File: src/rtl/config_loader_pkg.sv
// Shared types and geometry helpers for the config stream loader.
//   state_t         : loader FSM states
//   total_bits      : N = bits per tile * tiles on the chain
//   words_total     : host words needed to cover N bits
//   last_word_bits  : bits actually shifted from the final word
package config_loader_pkg;

  typedef enum logic [1:0] {
    IDLE  = 2'd0,
    CLEAR = 2'd1,
    LOAD  = 2'd2,
    DONE  = 2'd3
  } state_t;

  function automatic int total_bits(input int chain_length, input int tile_count);
    return chain_length * tile_count;
  endfunction

  function automatic int words_total(input int n, input int word_width);
    return (n + word_width - 1) / word_width;
  endfunction

  // A partial final word only contributes its low (n mod width) bits.
  function automatic int last_word_bits(input int n, input int word_width);
    return ((n % word_width) == 0) ? word_width : (n % word_width);
  endfunction

endpackage

File: src/rtl/config_word_serializer.sv
// Word holding register and bit serializer for the config loader.
// Ports:
//   clock, nreset   : clock, async active-low reset
//   active_i        : loader is in LOAD and not aborting this cycle
//   allow_ready_i   : next cycle is LOAD and words remain to be accepted
//   word_bits_i     : bits to use from a word accepted this cycle
//   word_data_i/word_valid_i : host word stream
//   accept_o        : handshake completes this cycle
//   word_ready_o    : registered ready to the host
//   bit_o, bit_en_o : registered serial bit and shift enable to the chain
module config_word_serializer #(
  parameter  int WORD_WIDTH = 8,
  localparam int LW         = $clog2(WORD_WIDTH + 1)
) (
  input  logic                  clock,
  input  logic                  nreset,
  input  logic                  active_i,
  input  logic                  allow_ready_i,
  input  logic [LW-1:0]         word_bits_i,
  input  logic [WORD_WIDTH-1:0] word_data_i,
  input  logic                  word_valid_i,
  output logic                  accept_o,
  output logic                  word_ready_o,
  output logic                  bit_o,
  output logic                  bit_en_o
);

  // hold_q[0] is the bit currently on bit_o; left_q counts that bit plus
  // the ones still waiting, so left_q==0 means the register is empty.
  logic [WORD_WIDTH-1:0] hold_q, hold_d;
  logic [LW-1:0]         left_q, left_d;
  logic                  ready_q, ready_d;
  logic                  dout_q, dout_d;
  logic                  en_q, en_d;

  assign accept_o = active_i & word_valid_i & ready_q;

  always_comb begin
    hold_d = hold_q;
    left_d = left_q;
    dout_d = dout_q;
    en_d   = 1'b0;
    if (!active_i) begin
      left_d = '0;
    end else if (accept_o) begin
      hold_d = word_data_i;
      left_d = word_bits_i;
      dout_d = word_data_i[0];
      en_d   = 1'b1;
    end else if (left_q > LW'(1)) begin
      hold_d = hold_q >> 1;
      left_d = left_q - LW'(1);
      dout_d = hold_q[1];
      en_d   = 1'b1;
    end else begin
      // Word exhausted and nothing new: starve, keep the data pin steady.
      left_d = '0;
    end
    // Asking for the next word while the last bit is out keeps 1 bit/cycle.
    ready_d = allow_ready_i & (left_d <= LW'(1));
  end

  always_ff @(posedge clock or negedge nreset) begin
    if (!nreset) begin
      hold_q  <= '0;
      left_q  <= '0;
      ready_q <= 1'b0;
      dout_q  <= 1'b0;
      en_q    <= 1'b0;
    end else begin
      hold_q  <= hold_d;
      left_q  <= left_d;
      ready_q <= ready_d;
      dout_q  <= dout_d;
      en_q    <= en_d;
    end
  end

  assign word_ready_o = ready_q;
  assign bit_o        = dout_q;
  assign bit_en_o     = en_q;

endmodule

File: src/rtl/config_stream_loader.sv
// Loads a daisy-chained tile config shift chain from a word-wide stream:
// clears the chain, shifts exactly N bits LSB-first, then enables the fabric.
// Ports:
//   clock, nreset        : clock (also the chain's config clock), async reset
//   start, abort         : begin a load (IDLE/DONE only) / return to IDLE
//   word_data/valid/ready: host word stream handshake
//   config_data_out      : serial bit to the first tile's config_in
//   config_enable        : chain shift enable
//   config_nreset        : chain clear, active low
//   fabric_enable        : user logic enable after a complete load
//   busy, done           : status (CLEAR/LOAD, DONE)
module config_stream_loader
  import config_loader_pkg::*;
#(
  parameter int WORD_WIDTH   = 8,
  parameter int CHAIN_LENGTH = 524,
  parameter int TILE_COUNT   = 1,
  parameter int CLEAR_CYCLES = 2
) (
  input  logic                  clock,
  input  logic                  nreset,
  input  logic                  start,
  input  logic                  abort,
  input  logic [WORD_WIDTH-1:0] word_data,
  input  logic                  word_valid,
  output logic                  word_ready,
  output logic                  config_data_out,
  output logic                  config_enable,
  output logic                  config_nreset,
  output logic                  fabric_enable,
  output logic                  busy,
  output logic                  done
);

  localparam int N     = total_bits(CHAIN_LENGTH, TILE_COUNT);
  localparam int WORDS = words_total(N, WORD_WIDTH);
  localparam int LAST  = last_word_bits(N, WORD_WIDTH);
  localparam int BCW   = $clog2(N + 1);
  localparam int WCW   = $clog2(WORDS + 1);
  localparam int CCW   = $clog2(CLEAR_CYCLES + 1);
  localparam int LW    = $clog2(WORD_WIDTH + 1);

  state_t         state_q, state_d;
  logic [BCW-1:0] bits_q, bits_d;
  logic [WCW-1:0] words_q, words_d;
  logic [CCW-1:0] clr_q, clr_d;
  logic           nres_q, fab_q, busy_q, done_q;
  logic           accept, allow_ready, active;
  logic [LW-1:0]  word_bits;

  // config_enable is high exactly while a counted bit sits on the pin, so the
  // N-th bit is on the pin when the count of earlier bits is N-1.
  always_comb begin
    state_d = state_q;
    case (state_q)
      IDLE:    if (start) state_d = CLEAR;
      CLEAR:   if (clr_q == CCW'(CLEAR_CYCLES - 1)) state_d = LOAD;
      LOAD:    if (config_enable && bits_q == BCW'(N - 1)) state_d = DONE;
      DONE:    if (start) state_d = CLEAR;
      default: state_d = IDLE;
    endcase
    if (abort) state_d = IDLE;
  end

  always_comb begin
    clr_d = (state_q == CLEAR) ? clr_q + CCW'(1) : '0;
    if (state_q == CLEAR) begin
      bits_d  = '0;
      words_d = WCW'(WORDS);
    end else begin
      bits_d  = bits_q + BCW'(config_enable);
      words_d = words_q - WCW'(accept);
    end
  end

  assign active      = (state_q == LOAD) && !abort;
  assign allow_ready = (state_d == LOAD) && (words_d != '0);
  assign word_bits   = (words_q == WCW'(1)) ? LW'(LAST) : LW'(WORD_WIDTH);

  always_ff @(posedge clock or negedge nreset) begin
    if (!nreset) begin
      state_q <= IDLE;
      bits_q  <= '0;
      words_q <= '0;
      clr_q   <= '0;
      nres_q  <= 1'b1;
      fab_q   <= 1'b0;
      busy_q  <= 1'b0;
      done_q  <= 1'b0;
    end else begin
      state_q <= state_d;
      bits_q  <= bits_d;
      words_q <= words_d;
      clr_q   <= clr_d;
      nres_q  <= (state_d != CLEAR);
      fab_q   <= (state_d == DONE);
      busy_q  <= (state_d == CLEAR) || (state_d == LOAD);
      done_q  <= (state_d == DONE);
    end
  end

  config_word_serializer #(.WORD_WIDTH(WORD_WIDTH)) u_ser (
    .clock         (clock),
    .nreset        (nreset),
    .active_i      (active),
    .allow_ready_i (allow_ready),
    .word_bits_i   (word_bits),
    .word_data_i   (word_data),
    .word_valid_i  (word_valid),
    .accept_o      (accept),
    .word_ready_o  (word_ready),
    .bit_o         (config_data_out),
    .bit_en_o      (config_enable)
  );

  assign config_nreset = nres_q;
  assign fabric_enable = fab_q;
  assign busy          = busy_q;
  assign done          = done_q;

endmodule

File: config.mk
export PLATFORM = sky130hd
export DESIGN_NAME = config_stream_loader
export DESIGN_NICKNAME = d
export VERILOG_FILES = /design/src/rtl/config_loader_pkg.sv /design/src/rtl/config_word_serializer.sv /design/src/rtl/config_stream_loader.sv
export SDC_FILE = /design/constraint.sdc
export NUM_CORES = 1
export LEC_CHECK = 0
export BUFFER_PORTS_ARGS = -buffer_cell sky130_fd_sc_hd__buf_2
export CORE_MARGIN = 2
export CORE_UTILIZATION = 40
export CTS_CLUSTER_SIZE = 40
export DETAILED_ROUTE_END_ITERATION = 16
export RECOVER_POWER = 25
export SLEW_MARGIN = 20
export SYNTH_ARGS = -nofsm -noshare
export SYNTH_HDL_FRONTEND = slang
export SYNTH_SLANG_ARGS = --single-unit
File: constraint.sdc
create_clock -name clock -period 3.8 [get_ports clock]
set_input_delay 0 -clock clock [delete_from_list [all_inputs] [get_ports clock]]
set_output_delay 0 -clock clock [all_outputs]
set_load 0.1 [all_outputs]
==> metrics <==
Total Wirelength=between 3 and 4 mm; area delta synth->final=15.2%; slowest CP cell=dfrtp_1; CTS clk-pin slew, worst paths=~0.08 ns; synth unique cells=41; initial DRC count=between 40 and 50; Final Hold Vio Count=0; Avg WL per Cell=about 12 µm; yosys warns=0; initial antenna violation count=0; Pleak=approximately 1.0 nW; DP Wirelength=between 2 and 2.5 mm; RSZ-0062 raised after global routing=no; Post-Synthesis Cells=195; share of cells above drive strength 1=between 10 and 15%; Slew Limit Fails=39; worst hold path class=in -> reg; Crit Path Max Fanout=14; critical-path cell list=inv_1, ha_1, nor2b_1, nand3_1, inv_1, ha_1, inv_2, or3_4, xor2_1, and3b_1, a21oi_2; vias in the first global route=approximately 1,400; largest net degree at the start of global routing=39; CP Class=reg -> reg; gr ovfl total=0; Seq/Total Area, Yosys=between 40% and 50%; Clk network pwr share=between 20% and 30%; I/O pin cnt=20; Rel. slew slack=-35.6%; Data arrival, critical path=2.83 ns; number of synthesized register bits=38; cell with the most instances after synthesis=dfrtp_1; CTS Buf Count=5; Die X=73.7 µm; status=finished with violations; Commonest cells post-synth=dfrtp_1 (37), nor2_1 (21), nand2_1 (15); internal power=0.737 mW; Worst Skew=~0.0052 ns; min Tclk post-route=2.65 ns; number of max-cap violations=1; Power Dens Cells=between 500 and 600 nW/µm²; post-synth top area cell=dfrtp_1; vias per cell=slightly above 5; CTS sink cnt=38; Period Utilization, post-route=a little over two thirds; Post-synth ARST share=100%; Seq pwr share=a little over two fifths; total track usage=between 10% and 20%; first-pass GRT wire length=between 6 and 7 mm; top area cells in the synthesized netlist=dfrtp_1 (48%), ha_1 (8.4%), nor2_1 (4.1%), xor2_1 (3.6%), mux2i_1 (3.1%); CP startpoint kind=flip-flop; Routed Antenna Nets=0; maximum clock rate=0.378 GHz; final core occ=between 40% and 50%; NetSw=between 0.5 and 0.6 mW; starting density of the core=between 40 and 50%; total vias in the final route=1,402; Nets=250; Logic pwr share=between 30% and 40%; type of destination of the critical path=flip-flop; row cnt=25; clock buffer depth=2; diodes inserted=0; die area=5430 µm²; crit-path max cell delay=between 0.4 and 0.5 ns; Setup TNS Final=0 ns; Max VDD drop=0.162 mV; die span in y=between 70 and 80 µm; main flop type after synthesis=dfrtp_1; number of flops mapped to enable cells by yosys=0; Clk Latency, worst-skew pair=between 0.2 and 0.3 ns; final setup vio count=0; Placer Congestion=around 0.8; DRT Pass-1 Iters=4; DRC Markers=0; Port-buffer cells=19; switching portion of total power=around 40%; Post-Syn Area=between 1500 and 2000 µm²; Synth Area per Inst=roughly 10 µm²; Core Box Area=4690 µm²; failing checks=capacitance limit, slew limit; worst slew pin tran=about 2 ns; CTS tree=yes; Mapped Nets=between 200 and 250; H-tree levels=2; CTS Root Buffer Type=clkbuf_8; post-synth top area share=47.6%; CP Data Required Time=3.98 ns
## layout by cell type (no fill, tap or decap), types with 2 or more instances in the layout
| cell | count |
|---|---|
| dfrtp_1 | 37 |
| nor2_1 | 21 |
| buf_2 | 17 |
| nand2_1 | 15 |
| inv_1 | 14 |
| ha_1 | 13 |
| o21ai_0 | 12 |
| nor3_1 | 8 |
| xor2_1 | 8 |
| nand3_1 | 7 |
| dlygate4sd3_1 | 7 |
| mux2i_1 | 6 |
| nor2b_1 | 5 |
| a21oi_1 | 5 |
| clkbuf_8 | 5 |
| xnor2_1 | 4 |
| nand2b_1 | 3 |
| o22ai_1 | 3 |
| clkbuf_1 | 3 |
| and4b_1 | 2 |
| a21o_1 | 2 |
| nand3b_1 | 2 |
| nand4_1 | 2 |
| a211oi_1 | 2 |
| and3b_1 | 2 |
| clkinv_2 | 2 |
## critical path, delay by kind of cell (launching register included)
| kind | cells | cell delay (ns) |
|---|---|---|
| AND/OR/NAND/NOR | 4 | 0.89 |
| XOR/XNOR | 1 | 0.16 |
| AO/OA/AOI/OAI | 1 | 0.05 |
| flip-flops | 1 | 0.41 |
| buffers and inverters | 3 | 0.45 |
| adder cells (fa/ha/maj) | 2 | 0.57 |
## state kept, by name (all words and copies together), names as in the netlist
signal              count
clr_q                   2
config_nreset           1
words_q                 7
done                    1
u_ser.hold_q            8
state_q                 2
u_ser.left_q            4
u_ser.bit_en_o          1
bits_q                 10
u_ser.word_ready_o      1
busy                    1
## stage by stage
| step | hold slack, ns | instance area, µm² | power [mW] | instances | setup WS (ns) |
|---|---|---|---|---|---|
| after global routing | 0.0545 | 2240 | 1.33 | 279 | 0.846 |
| after global placement | 0.160 | 2090 | 0.980 | 264 | 1.21 |
| final | 0.0451 | 2240 | 1.24 | 279 | 1.15 |
| after CTS | 0.0431 | 2240 | 1.26 | 279 | 1.14 |
| after floorplan | -0.296 | 1940 | 0.884 | 195 | 1.22 |
| after detailed placement | 0.165 | 2090 | 0.984 | 264 | 1.15 |
## cell families (layout without fill, tap and decap cells)
| logic type | Yosys count | count (layout) | share of synthesized area [%] |
|---|---|---|---|
| AO/OA/AOI/OAI | 31 | 31 | 9.78 |
| XOR/XNOR | 12 | 12 | 5.41 |
| adder cells (fa/ha/maj) | 13 | 13 | 8.37 |
| buffers and inverters | 20 | 50 | 4.18 |
| flip-flops | 38 | 38 | 49.0 |
| multiplexers | 6 | 6 | 3.09 |
| AND/OR/NAND/NOR | 75 | 75 | 20.2 |
## layout make-up
cell class / count / area [µm²]
Clock buffer: 6 / 72.6
Clock inverter: 2 / 10.0
Fill cell: 458 / 2450
Inverter: 15 / 56.3
Multi-Input combinational cell: 137 / 911
Sequential cell: 38 / 952
Tap cell: 54 / 67.6
Timing Repair Buffer: 27 / 170
## path summary, 6_finish.rpt
kind / from / endpoint / slack (ns) / cells after the start
min in group asynchronous: nreset / u_ser.hold_q[2]$_DFFE_PN0P_ / 0.82 / 2
worst min-delay path: word_data[5] / u_ser.hold_q[5]$_DFFE_PN0P_ / 0.05 / 3
worst min register to register: clr_q[0]$_DFF_PN0_ / clr_q[0]$_DFF_PN0_ / 0.43 / 1
max in group asynchronous: nreset / busy$_DFF_PN0_ / 1.81 / 2
worst max-delay path: state_q[0]$_DFF_PN0_ / u_ser.word_ready_o$_DFF_PN0_ / 1.15 / 11
worst max register to register: state_q[0]$_DFF_PN0_ / u_ser.word_ready_o$_DFF_PN0_ / 1.15 / 11
## metal layers
metal / routed length [µm] / vias to the layer above / share of wire, % / track usage (%)
met5: 0 / - / 0 / 0
met2: 1580 / 20 / 45 / 23.1
li1: - / 720 / - / -
met1: 1720 / 656 / 49 / 19.7
met3: 127 / 6 / 3.6 / 4.53
met4: 56 / 0 / 1.6 / 5.45
## power groups by stage
| stage | registers (mW) | clock network [mW] | logic [mW] |
|---|---|---|---|
| floorplan | 0.667 | 0 | 0.216 |
| global placement | 0.536 | 0 | 0.444 |
| detailed placement | 0.537 | 0 | 0.447 |
| CTS | 0.529 | 0.281 | 0.454 |
| global route | 0.542 | 0.296 | 0.494 |
| finish | 0.529 | 0.269 | 0.445 |
## repair_timing
item                                    in CTS  in global routing
gates resized for setup                      0                  0
hold buffers                                 7                  0
endpoints found under the setup margin       0                  0
hold endpoints to repair                    43                  0
buffers inserted                             0                  0
Note: power is estimated with default switching activity, not from simulation.
